[src/rtl/adc_serial_responder.sv]
// adc_serial_responder: system-clock-domain slave model of an LTC2308-style
// serial ADC port. Answers CS_N/SCLK/DIN frames with 12-bit samples picked
// from eight internal channel inputs. The configuration is pipelined: each
// frame returns data for the config latched at the end of the previous one.
//
// Optional feature macro: ADC_RESP_BIPOLAR_EN
//   defined   -> UNI=0 returns the sample with its MSB inverted
//                (two's-complement view)
//   undefined -> UNI is ignored and the raw sample is always returned
//
// state | meaning
// ------+---------------------------------------------------------------
// IDLE  | CS_N high, ADC_DOUT=0, waiting for a CS_N falling edge
// SHIFT | frame active, DIN captured on SCLK rise, DOUT advanced on fall
// TAIL  | all data bits sent, ADC_DOUT=0, SCLK ignored until CS_N rises
//
// SYNC_STAGES must be at least 2.

module adc_serial_responder #(
  parameter int DATA_WIDTH  = 12,
  parameter int CFG_BITS    = 6,
  parameter int SYNC_STAGES = 2
) (
  input  logic                    clock,
  input  logic                    reset_n,
  input  logic [8*DATA_WIDTH-1:0] chData,
  input  logic                    ADC_CS_N,
  input  logic                    ADC_SCLK,
  input  logic                    ADC_DIN,
  output logic                    ADC_DOUT,
  output logic                    frameDone,
  output logic                    frameError,
  output logic [2:0]              lastChannel
);

  localparam int BIT_CNT_W = $clog2(DATA_WIDTH + 1);
  localparam int CFG_CNT_W = $clog2(CFG_BITS + 1);

  // Only the config bits that affect the returned data are kept:
  // {S/D, O/S, S1, S0} plus UNI when the bipolar view is built in.
`ifdef ADC_RESP_BIPOLAR_EN
  localparam int ACT_W = 5;
`else
  localparam int ACT_W = 4;
`endif
  localparam logic [4:0]      CFG_RESET_FULL = 5'b10001;
  localparam logic [ACT_W-1:0] CFG_RESET     = CFG_RESET_FULL[4 -: ACT_W];

  typedef enum logic [1:0] {IDLE, SHIFT, TAIL} state_t;

  state_t                  state;
  logic [SYNC_STAGES-1:0]  cs_sync, sclk_sync, din_sync;
  logic                    cs_q, sclk_q;
  logic                    cs_fall, cs_rise, sclk_rise, sclk_fall, din_s;
  logic [DATA_WIDTH-1:0]   shift_reg;
  logic [BIT_CNT_W-1:0]    bits_left;
  logic [CFG_CNT_W-1:0]    cfg_left;
  logic [CFG_BITS-1:0]     cfg_shift;
  logic [ACT_W-1:0]        cfg_act;
  logic [2:0]              sel_ch;
  logic                    sel_single;
  logic [DATA_WIDTH-1:0]   raw, sample;

  // Synchronize the serial inputs; the extra _q flop gives the edge reference.
  always_ff @(posedge clock or negedge reset_n) begin
    if (!reset_n) begin
      cs_sync   <= '1;
      sclk_sync <= '0;
      din_sync  <= '0;
      cs_q      <= 1'b1;
      sclk_q    <= 1'b0;
    end else begin
      cs_sync   <= {cs_sync[SYNC_STAGES-2:0], ADC_CS_N};
      sclk_sync <= {sclk_sync[SYNC_STAGES-2:0], ADC_SCLK};
      din_sync  <= {din_sync[SYNC_STAGES-2:0], ADC_DIN};
      cs_q      <= cs_sync[SYNC_STAGES-1];
      sclk_q    <= sclk_sync[SYNC_STAGES-1];
    end
  end

  assign cs_fall   =  cs_q   & ~cs_sync[SYNC_STAGES-1];
  assign cs_rise   = ~cs_q   &  cs_sync[SYNC_STAGES-1];
  assign sclk_rise = ~sclk_q &  sclk_sync[SYNC_STAGES-1];
  assign sclk_fall =  sclk_q & ~sclk_sync[SYNC_STAGES-1];
  assign din_s     =  din_sync[SYNC_STAGES-1];

  // Single-ended channel number is {S1, S0, O/S}.
  assign sel_single = cfg_act[ACT_W-1];
  assign sel_ch     = {cfg_act[ACT_W-3], cfg_act[ACT_W-4], cfg_act[ACT_W-2]};

  // Select the sample for the active config; differential mode returns zero.
  always_comb begin
    raw = '0;
    for (int i = 0; i < 8; i++) begin
      if (sel_ch == 3'(i)) raw = chData[i*DATA_WIDTH +: DATA_WIDTH];
    end
    sample = '0;
    if (sel_single) begin
`ifdef ADC_RESP_BIPOLAR_EN
      if (!cfg_act[0]) sample = raw ^ {1'b1, {(DATA_WIDTH-1){1'b0}}};
      else             sample = raw;
`else
      sample = raw;
`endif
    end
  end

  // Frame FSM: shift-out on SCLK fall, config capture on SCLK rise, CS_N rise
  // takes priority over any SCLK edge in the same clock.
  always_ff @(posedge clock or negedge reset_n) begin
    if (!reset_n) begin
      state       <= IDLE;
      shift_reg   <= '0;
      bits_left   <= '0;
      cfg_left    <= '0;
      cfg_shift   <= '0;
      cfg_act     <= CFG_RESET;
      ADC_DOUT    <= 1'b0;
      frameDone   <= 1'b0;
      frameError  <= 1'b0;
      lastChannel <= '0;
    end else begin
      frameDone  <= 1'b0;
      frameError <= 1'b0;
      if (state != IDLE && cs_rise) begin
        state    <= IDLE;
        ADC_DOUT <= 1'b0;
        if (state == TAIL && cfg_left == '0) begin
          cfg_act     <= cfg_shift[CFG_BITS-1 -: ACT_W];
          lastChannel <= sel_ch;
          frameDone   <= 1'b1;
        end else begin
          frameError  <= 1'b1;
        end
      end else begin
        case (state)
          IDLE: begin
            if (cs_fall) begin
              shift_reg <= sample;
              ADC_DOUT  <= sample[DATA_WIDTH-1];
              bits_left <= BIT_CNT_W'(DATA_WIDTH);
              cfg_left  <= CFG_CNT_W'(CFG_BITS);
              state     <= SHIFT;
            end
          end
          SHIFT: begin
            if (sclk_rise && cfg_left != '0) begin
              cfg_shift <= {cfg_shift[CFG_BITS-2:0], din_s};
              cfg_left  <= cfg_left - 1'b1;
            end
            if (sclk_fall) begin
              if (bits_left == BIT_CNT_W'(1)) begin
                bits_left <= '0;
                ADC_DOUT  <= 1'b0;
                state     <= TAIL;
              end else begin
                bits_left <= bits_left - 1'b1;
                ADC_DOUT  <= shift_reg[DATA_WIDTH-2];
                shift_reg <= {shift_reg[DATA_WIDTH-2:0], 1'b0};
              end
            end
          end
          TAIL: begin
            ADC_DOUT <= 1'b0;
          end
          default: begin
            state    <= IDLE;
            ADC_DOUT <= 1'b0;
          end
        endcase
      end
    end
  end

endmodule

[config.mk]
export PLATFORM = sky130hd
export DESIGN_NAME = adc_serial_responder
export DESIGN_NICKNAME = d
export VERILOG_FILES = /design/src/rtl/adc_serial_responder.sv
export SDC_FILE = /design/constraint.sdc
export NUM_CORES = 1
export LEC_CHECK = 0
export ABC_AREA = 0
export BUFFER_PORTS_ARGS = -buffer_cell sky130_fd_sc_hd__buf_2
export CAP_MARGIN = 25
export CORE_ASPECT_RATIO = 1.5
export CORE_MARGIN = 2
export CORE_UTILIZATION = 54
export DETAILED_ROUTE_END_ITERATION = 8
export GPL_ROUTABILITY_DRIVEN = 0
export PLACE_DENSITY = 0.88
export SLEW_MARGIN = 20
export SYNTH_ARGS = -nofsm -noshare
export SYNTH_HDL_FRONTEND = slang
export SYNTH_SLANG_ARGS = --single-unit
[constraint.sdc]
create_clock -name clock -period 2.7 [get_ports clock]
set_input_delay 0.27 -clock clock [delete_from_list [all_inputs] [get_ports clock]]
set_output_delay 0.27 -clock clock [all_outputs]
set_load 0.03 [all_outputs]
==> results by group <==
Status
  – Status: complete, no violations

Synth
  – Syn Nets: 408
  – Synth Register Bits: 44
  – Number of synthesized flops with an enable pin: 0
  – Synth unique cells: 52
  – Syn avg cell area: 9.811 um^2
  – Post-synth top flop: dfrtp_1
  – Yosys synthesis warning count: 0
  – Syn Inst Count: 303
  – Mapped Area: 0.002973 mm^2
  – Synth async-reset ratio: 100.0%
  – Sequential area share after synthesis: 37.21%

Timing
  – Hold slack final: 0.06411 ns
  – RSZ-0062 raised after global routing: false
  – Setup tns final: 0 ns
  – Final Hold Viols: 0
  – Fin crit period: 2.103 ns
  – Crit share post-route: 77.90%
  – Final setup viols: 0
  – Slew @ Worst Pin: 0.6126 ns
  – Fmax achieved: 475.4 MHz
  – Skew final: 0.006539 ns
  – Slew Limit Fails: 0
  – Rel. slew slack: 58.59%

Drt
  – WL/cell: 16.36 um
  – Drt pass-1 iters: 4
  – DR iter-0 viols: 169
  – Total wire length: 7753 um
  – Vias post-DR: 2831
  – Vias per cell: 5.973
  – Antenna-violating nets left: 0
  – Residual DRC: 0

Power
  – Comb power frac: 25.2%
  – Pint: 1.340 mW
  – Psw: 560.1 uW
  – Register share of total power: 46.6%
  – Sw Ratio: 29.47%
  – Power per cell area: 515.0 mW/mm^2
  – Total power: 1.900 mW
  – LEAKAGE: 1.674 nW
  – Clock network power share: 28.1%
  – Peak supply drop: 313.6 uV

Critical path
  – Crit path capture: shift_reg[3]$_DFFE_PN0P_
  – Worst Setup Start Kind: flip-flop
  – R2R Path End: shift_reg[3]$_DFFE_PN0P_
  – Max incr delay on CP: 0.53 ns
  – Kind of critical path: flip-flop to flip-flop
  – Reg2Reg Launch Point: state[0]$_DFFE_PN0P_
  – CP endpoint kind: flip-flop
  – R2R depth: 4
  – Setup crit start: state[0]$_DFFE_PN0P_
  – CP arrival: 2.29 ns
  – Critical path fanouts, max: 19
  – Reg2Reg Setup Slack: 0.60 ns
  – Slowest cell on crit path: dfrtp_1
  – Critical Path, Cell by Cell: nor3b_2 > a32oi_4 > or2_1 > a221o_1
  – Critical path required time: 2.88 ns

Finish
  – Fillers: 430
  – Max reg flops: 11
  – Final instance area: 0.003690 mm^2
  – Final core utilization: 68.22%
  – Share of layout cells above drive strength 1: 41.83%
  – Layout area overhead: 24.12%
  – Multi-input gate area: 0.001713 mm^2
  – NumNets Final: 508
  – Antenna Diode Count: 0
  – FF+latch area: 0.001106 mm^2

Global routing
  – Largest net degree at the start of global routing: 45
  – First-pass GRT wire length: 12700 um
  – Total GRT Usage: 26.61%
  – Vias in the first global route: 2843
  – Gr ovfl total: 0
  – Initial antenna violation count: 0

Die
  – Starting Density: 54.96%
  – Die ar.: 0.006127 mm^2
  – Rows: 33
  – # IOs: 107
  – DIE WIDTH: 64.58 um
  – Core Box Area: 0.005409 mm^2
  – Die Ht: 94.88 um

Clock tree
  – Post_cts resized: 0
  – Clock-pin slew on the worst setup and hold paths: 0.09 ns
  – Skew-Pair Late Insertion Delay: 0.30 ns
  – Clock tree buffer depth: 2
  – CTS tree: yes
  – CTS root buf: clkbuf_8
  – Number of CTS-inserted buffers: 5
  – # clock sinks: 44
  – H-tree depth: 2

Job
  – Max_cap viols: 0

Placed design
  – DPL Wire Length: 6010 um
  – DP Area: 0.003538 mm^2
  – Port Buf Inserts: 106

Hold path
  – Worst hold-check path type: input port to flip-flop
worst min path at each step:
stage / end / slack [ns] / depth (start not counted) / startpoint
after floorplan: ADC_DOUT$_DFFE_PN0P_ / -0.03 / 0 / reset_n
after global placement: din_sync[1]$_DFF_PN0_ / 0.33 / 0 / din_sync[0]$_DFF_PN0_
final: sclk_sync[0]$_DFF_PN0_ / 0.06 / 1 / ADC_SCLK
after CTS: sclk_sync[0]$_DFF_PN0_ / 0.06 / 1 / ADC_SCLK
after detailed placement: din_sync[1]$_DFF_PN0_ / 0.34 / 0 / din_sync[0]$_DFF_PN0_
after global routing: cs_sync[0]$_DFF_PN1_ / 0.05 / 1 / ADC_CS_N
layer usage:
metal  vias up  GRT usage [%]  part of all wire (%)
li1       1339              -                     -
met1      1356          30.99                    38
met2       112          47.74                    54
met3        24          4.768                   5.1
met4         0          11.17                   3.0
met5         -              0                     0
power by group through the flow:
stage	Clock, mW	Sequential, mW	Combinational, mW
after CTS	0.540	0.885	0.476
after global placement	0	0.889	0.447
after floorplan	0	0.862	0.328
after global routing	0.568	0.904	0.542
final	0.535	0.886	0.479
after detailed placement	0	0.896	0.476
through the flow:
stage,setup slack [ns],cells
2_1_floorplan,0.8130,303
3_3_place_gp,0.6918,464
3_5_place_dp,0.6167,464
4_1_cts,0.6050,472
5_1_grt,0.5000,474
6_report,0.5966,474
layout by cell type (no fill, tap or decap), types with 9 or more instances in the layout:
master	instances
nor2_1	10
o211ai_1	12
a21oi_1	17
o21ai_0	24
mux2_2	28
buf_2	106
buf_4	9
nand2_1	19
dfrtp_1	40
nand2b_1	12
critical path, delay by kind of cell (launching register included):
family / cells / cell delay [ns]
compound gates: 2 / 0.61
flops: 1 / 0.53
simple gates: 2 / 0.85
cell families (layout without fill, tap and decap cells):
family                   count (synthesis)  in the layout  share of synthesized area, %
flip-flops                              44             44                         37.21
adder cells (fa/ha/maj)                  4              4                         1.684
AO/OA/AOI/OAI                           97             97                         22.94
buffers and inverters                   33            134                         5.177
multiplexers                            38             38                         15.70
AND/OR/NAND/NOR                         87             87                         17.30
cell usage after synthesis, drive strengths merged (5+ instances only):
master	number	area (um^2)
dfrtp	40	1001
mux2	29	326.6
o21ai	24	120.1
nand2	19	71.32
a21oi	17	85.08
buf	15	86.33
nand2b	12	75.07
o211ai	12	90.09
nor3b	11	103.9
nor2	10	37.54
clkbuf	9	33.78
a221o	8	80.08
inv	8	30.03
a22o	7	61.31
nor2b	7	43.79
nor3	7	35.03
o22ai	7	43.79
a31oi	5	31.28
mux2i	5	50.05
nand3	5	25.02
layout make-up:
cell class	count	area share, %
Multi-Input combinational cell	226	46.42
Timing Repair Buffer	117	17.02
Inverter	9	0.9156
Clock buffer	6	2.238
Clock inverter	2	1.051
Sequential cell	44	29.98
Tap cell	70	2.374
what timing repair did:
item | in CTS | in global routing
hold endpoints to repair | 0 | 9
setup buffers | 0 | 0
hold buffers | 0 | 1
Note: power is estimated with default switching activity, not from simulation.
